### src/rtl/aes_key_expander.sv
// Iterative AES-128 key schedule: one round key per enabled clock, exposed as a flat bus.
// Build option AES_KEYEXP_ZEROIZE_EN clears rk[1..NR] whenever a new key is accepted.
module aes_key_expander #(
  parameter int NR = 10
) (
  input  logic                  clk,
  input  logic                  rst_n,
  input  logic                  sys_en,
  input  logic                  key_load,
  input  logic [127:0]          cipher_key,
  output logic                  busy,
  output logic                  keys_ready,
  output logic [(NR+1)*128-1:0] round_keys_flat
);

  localparam int CNT_W = $clog2(NR + 2);

  // Forward S-box, entry 0 in the top byte.
  localparam logic [2047:0] SBOX_TBL = {
    128'h637c777bf26b6fc53001672bfed7ab76, 128'hca82c97dfa5947f0add4a2af9ca472c0,
    128'hb7fd9326363ff7cc34a5e5f171d83115, 128'h04c723c31896059a071280e2eb27b275,
    128'h09832c1a1b6e5aa0523bd6b329e32f84, 128'h53d100ed20fcb15b6acbbe394a4c58cf,
    128'hd0efaafb434d338545f9027f503c9fa8, 128'h51a3408f929d38f5bcb6da2110fff3d2,
    128'hcd0c13ec5f974417c4a77e3d645d1973, 128'h60814fdc222a908846eeb814de5e0bdb,
    128'he0323a0a4906245cc2d3ac629195e479, 128'he7c8376d8dd54ea96c56f4ea657aae08,
    128'hba78252e1ca6b4c6e8dd741f4bbd8b8a, 128'h703eb5664803f60e613557b986c11d9e,
    128'he1f8981169d98e949b1e87e9ce5528df, 128'h8ca1890dbfe6426841992d0fb054bb16
  };

  typedef enum logic [1:0] {
    ST_IDLE   = 2'd0,
    ST_EXPAND = 2'd1,
    ST_READY  = 2'd2
  } state_t;

  state_t             state_q, state_d;
  logic [CNT_W-1:0]   cnt_q, cnt_d;
  logic [7:0]         rcon_q, rcon_d;
  logic [127:0]       rk_q [NR+1];
  logic [127:0]       rk_d [NR+1];
  logic               accept;
  logic [127:0]       prev_key;
  logic [31:0]        temp, w0, w1, w2, w3;

  if (NR != 10) begin : g_nr_check
    $error("aes_key_expander supports only NR == 10");
  end

  function automatic logic [7:0] sbox(input logic [7:0] b);
    return SBOX_TBL[{~b, 3'b000} +: 8];
  endfunction

  function automatic logic [31:0] sub_word(input logic [31:0] w);
    return {sbox(w[31:24]), sbox(w[23:16]), sbox(w[15:8]), sbox(w[7:0])};
  endfunction

  function automatic logic [7:0] xtime(input logic [7:0] b);
    return {b[6:0], 1'b0} ^ (b[7] ? 8'h1b : 8'h00);
  endfunction

  assign accept = sys_en && key_load && (state_q != ST_EXPAND);

  // Round function on rk[cnt-1]; counter is 1..NR while expanding.
  always_comb begin
    prev_key = '0;
    for (int k = 0; k < NR; k++) begin
      if (cnt_q == CNT_W'(k + 1)) prev_key = rk_q[k];
    end
    temp = sub_word({prev_key[23:0], prev_key[31:24]}) ^ {rcon_q, 24'h0};
    w0   = prev_key[127:96] ^ temp;
    w1   = prev_key[95:64]  ^ w0;
    w2   = prev_key[63:32]  ^ w1;
    w3   = prev_key[31:0]   ^ w2;
  end

  always_ff @(posedge clk or negedge rst_n) begin
    if (!rst_n) state_q <= ST_IDLE;
    else        state_q <= state_d;
  end

  always_comb begin
    state_d = state_q;
    if (sys_en) begin
      case (state_q)
        ST_IDLE,
        ST_READY:  if (key_load) state_d = ST_EXPAND;
        ST_EXPAND: if (cnt_q == CNT_W'(NR)) state_d = ST_READY;
        default:   state_d = ST_IDLE;
      endcase
    end
  end

  always_comb begin
    busy       = 1'b0;
    keys_ready = 1'b0;
    case (state_q)
      ST_EXPAND: busy       = 1'b1;
      ST_READY:  keys_ready = 1'b1;
      default:   ;
    endcase
  end

  always_comb begin
    rk_d   = rk_q;
    cnt_d  = cnt_q;
    rcon_d = rcon_q;
    if (accept) begin
      rk_d[0] = cipher_key;
`ifdef AES_KEYEXP_ZEROIZE_EN
      for (int k = 1; k <= NR; k++) rk_d[k] = '0;
`endif
      cnt_d  = CNT_W'(1);
      rcon_d = 8'h01;
    end else if (sys_en && (state_q == ST_EXPAND)) begin
      for (int k = 1; k <= NR; k++) begin
        if (cnt_q == CNT_W'(k)) rk_d[k] = {w0, w1, w2, w3};
      end
      rcon_d = xtime(rcon_q);
      cnt_d  = cnt_q + CNT_W'(1);
    end
  end

  always_ff @(posedge clk or negedge rst_n) begin
    if (!rst_n) begin
      cnt_q  <= '0;
      rcon_q <= 8'h01;
      for (int k = 0; k <= NR; k++) rk_q[k] <= '0;
    end else begin
      cnt_q  <= cnt_d;
      rcon_q <= rcon_d;
      for (int k = 0; k <= NR; k++) rk_q[k] <= rk_d[k];
    end
  end

  for (genvar g = 0; g <= NR; g++) begin : g_flat
    assign round_keys_flat[g*128 +: 128] = rk_q[g];
  end

endmodule
### config.mk
export PLATFORM = sky130hd
export DESIGN_NAME = aes_key_expander
export DESIGN_NICKNAME = d
export VERILOG_FILES = /design/src/rtl/aes_key_expander.sv
export SDC_FILE = /design/constraint.sdc
export NUM_CORES = 2
export LEC_CHECK = 0
export ABC_AREA = 1
export CAP_MARGIN = 20
export CORE_AREA = 2 2 603 605
export CTS_CLUSTER_DIAMETER = 50
export DETAILED_ROUTE_END_ITERATION = 6
export DIE_AREA = 0 0 605 607
export SLEW_MARGIN = 25
export SYNTH_ARGS = -nofsm -noshare
export SYNTH_HDL_FRONTEND = slang
export SYNTH_SLANG_ARGS = --single-unit
### constraint.sdc
create_clock -name clk -period 4.9 [get_ports clk]
set_input_delay 0.98 -clock clk [delete_from_list [all_inputs] [get_ports clk]]
set_output_delay 0.98 -clock clk [all_outputs]
set_load 0.01 [all_outputs]
==> metrics.yaml <==
floorplan:
  num_rows: 221
  start_util: 0.2173
  die_h_um: 607
  die_w_um: 605
  io_pins: 1542
  core_area_um2: 360900
  die_area_um2: 367200
timing:
  hold_violations: 0
  rsz0062_at_grt: "yes"
  fin_ws_ns: 0.02987
  min_period_ns: 4.870
  relSlewSlack: 0.2501
  finalSetupViolations: 0
  holdWs_ns: 0.05866
  skew_ns: 0.1017
  worst_pin_slew_ns: 1.121
  drv_slew: 0
  tns_ns: 0
  post-route-period-util: 0.9939
  fmax_ghz: 0.2053
route:
  drc_errors: 0
  routed_wl_mm: 649.8
  first_pass_iters: 7
  wl_per_cell_um: 35.26
  vias_per_cell: 5.191
  via_count: 95650
  final_antenna_net_count: 0
  drt_iter0_markers: 12140
layout:
  final_nets: 13630
  syn_to_final_growth_pct: 59.07
  final_cell_area_um2: 124700
  multi_input_area_um2: 40590
  regArea_um2: 35590
  nFillCells: 38060
  drive_gt1_frac: 0.2188
global_route:
  grt_util_all_layers: 0.3361
  grt_pass1_vias: 89280
  grt_start_max_net_pins: 130
  antenna_found_initial: 38
  grt_first_pass_wirelength_mm: 836.1
  gr-total-overflow: 0
flow_run:
  maxCapViolations: 0
yosys:
  synth_cell_types: 59
  synth_nets: 10890
  syn_area_um2: 78410
  syn_area_per_cell_um2: 7.328
  yosysSeqAreaShare: 0.4538
  ys_ff_latch: 1422
  synth-edff-count: 0
  async_reset_ff_frac: 1.000
  ys_warn_count: 0
  synthFlopType: "dfrtp_1"
  syn_inst: 10700
clock_network:
  cts_sinks: 1422
  cts_tree: "done"
  clkLatencyLatePin_ns: 0.96
  clock-root-buffer: "clkbuf_16"
  cts_buffers: 219
  path_clk_slew_ns: 0.06
  clockBufferDepth: 4
  h-tree-depth: 4
setup_path:
  setup.worst_path.class: "reg2reg"
  path_max_fanout: 79
  path_buf_inv: 5
  worstPathArrival_ns: 5.65
  crit_path_end_kind: "register"
  crit_slowest_cell: "dfrtp_2"
  slowest_delay_ns: 0.45
  crit_family: "simple AND/OR/NAND/NOR gates"
  cp_common_cell: "nand3_1"
  critPathLaunchType: "register"
  required_ns: 5.68
worst_hold_path:
  hold_class: "in2async"
placement:
  postPlaceCellArea_um2: 112100
  port_buffers: 1541
  dpl.hpwl_mm: 505.8
  gp_congestion: 1.043
  pre_cts_ws_ns: -0.7746
run_status:
  outcome: "finished, final reports clean"
-- layout by cell type, fill, tap and decap left out, types with 17 or more instances in the layout --
cell / count
bufinv_16: 23
buf_12: 279
nand3_4: 61
clkinvlp_4: 24
dfrtp_1: 1418
a22oi_1: 39
nand3_1: 1435
nand2_1: 3435
nand2_2: 223
or2_2: 20
nor2_4: 38
nand4_1: 23
a21oi_1: 102
o211ai_1: 163
clkbuf_16: 234
o221ai_1: 18
o21ai_0: 1019
o22ai_1: 27
clkbuf_8: 34
a311oi_1: 25
o2111ai_1: 18
clkinv_4: 18
nand2_4: 52
nand3_2: 265
buf_6: 65
clkinv_2: 18
o21ai_1: 150
a221oi_1: 24
clkbuf_1: 31
ha_1: 33
inv_2: 45
nor2_2: 37
inv_6: 28
buf_4: 1340
nor2_1: 486
inv_1: 481
clkdlybuf4s50_1: 1537
inv_8: 24
a31oi_1: 124
ha_4: 17
-- layer usage --
layer  part of all wire  vias up  global-route usage  routed length, um
li1                   -    41100                   -                  -
met1               0.37    47290              0.3971             240000
met2               0.43     5827              0.5147             281100
met3              0.093     1423             0.08092              60190
met4               0.11       10              0.2847              68320
met5            0.00014        -           0.0006533                 88
-- cell families (layout without fill, tap and decap cells) --
| logic type | after synthesis | count (layout) | synth area share |
|---|---|---|---|
| compound gates | 1788 | 1788 | 0.1299 |
| xor+xnor | 4 | 4 | 0.0004469 |
| fa+ha+maj | 61 | 61 | 0.009733 |
| buf+inv | 1310 | 4221 | 0.07102 |
| flops | 1422 | 1422 | 0.4538 |
| mux | 1 | 1 | 0.0001277 |
| other cells | 0 | 16 | 0 |
| simple gates | 6114 | 6119 | 0.3349 |
-- synthesized netlist by cell type, types with 31 or more instances --
| library cell | instances | area [um^2] |
|---|---|---|
| nand2_1 | 3634 | 13640 |
| nand3_1 | 1663 | 8323 |
| dfrtp_1 | 1421 | 35560 |
| o21ai_0 | 1055 | 5280 |
| nor2_1 | 544 | 2042 |
| inv_1 | 525 | 1971 |
| clkbuf_1 | 432 | 1622 |
| buf_2 | 181 | 905.9 |
| o211ai_1 | 163 | 1224 |
| o21ai_1 | 127 | 635.6 |
| a31oi_1 | 124 | 775.7 |
| a21oi_1 | 118 | 590.6 |
| nand2_2 | 80 | 500.5 |
| nand3_2 | 79 | 790.8 |
| ha_1 | 61 | 763.2 |
| buf_4 | 55 | 412.9 |
| buf_1 | 53 | 198.9 |
| a22oi_1 | 41 | 307.8 |
| a311oi_1 | 33 | 289.0 |
| inv_2 | 31 | 116.4 |
-- path summary, 6_finish.rpt --
path | to | depth (start not counted) | slack (ns) | startpoint
worst max-delay path | round_keys_flat[155] | 25 | 0.03 | cnt_q[1]
worst min-delay path | round_keys_flat[200] | 1 | 0.06 | rst_n
worst max register to register | round_keys_flat[155] | 25 | 0.03 | cnt_q[1]
worst min register to register | round_keys_flat[1300] | 2 | 0.48 | round_keys_flat[1300]
max in group asynchronous | round_keys_flat[274] | 2 | 3.37 | rst_n
min in group clk | round_keys_flat[1300] | 2 | 0.48 | round_keys_flat[1300]
-- what timing repair did --
| action | 4_1_cts | 5_1_grt |
|---|---|---|
| pin swaps | 21 | 126 |
| hold buffers | 0 | 0 |
| setup endpoints to repair | 1141 | 1003 |
| gates cloned | 2 | 19 |
| gates resized for setup | 255 | 622 |
| hold endpoints to repair | 0 | 0 |
| buffers inserted | 18 | 80 |
-- cell type report --
cell class              count  area share
clock inverters           123     0.01344
clock buffers             282     0.04840
well taps                4794     0.04809
repair buffers           3257      0.2606
flip-flops and latches   1422      0.2853
multi-input cells        7973      0.3254
diodes                     16   0.0003210
inverters                 559     0.01846
-- metrics by stage --
step | utilization | cells
floorplan | - | 10700
global placement | 0.3107 | 17890
detailed placement | 0.3107 | 17890
CTS | 0.3354 | 18310
global route | 0.3456 | 18410
finish | 0.3457 | 18430
-- sequential cells by signal, summed over array words and instances (netlist names) --
name,flops
rcon_q,8
state_q,2
cnt_q,4
round_keys_flat,1408
Power is not shown: default switching activity piles up to over one toggle a cycle in this logic, so the estimate is an artifact.
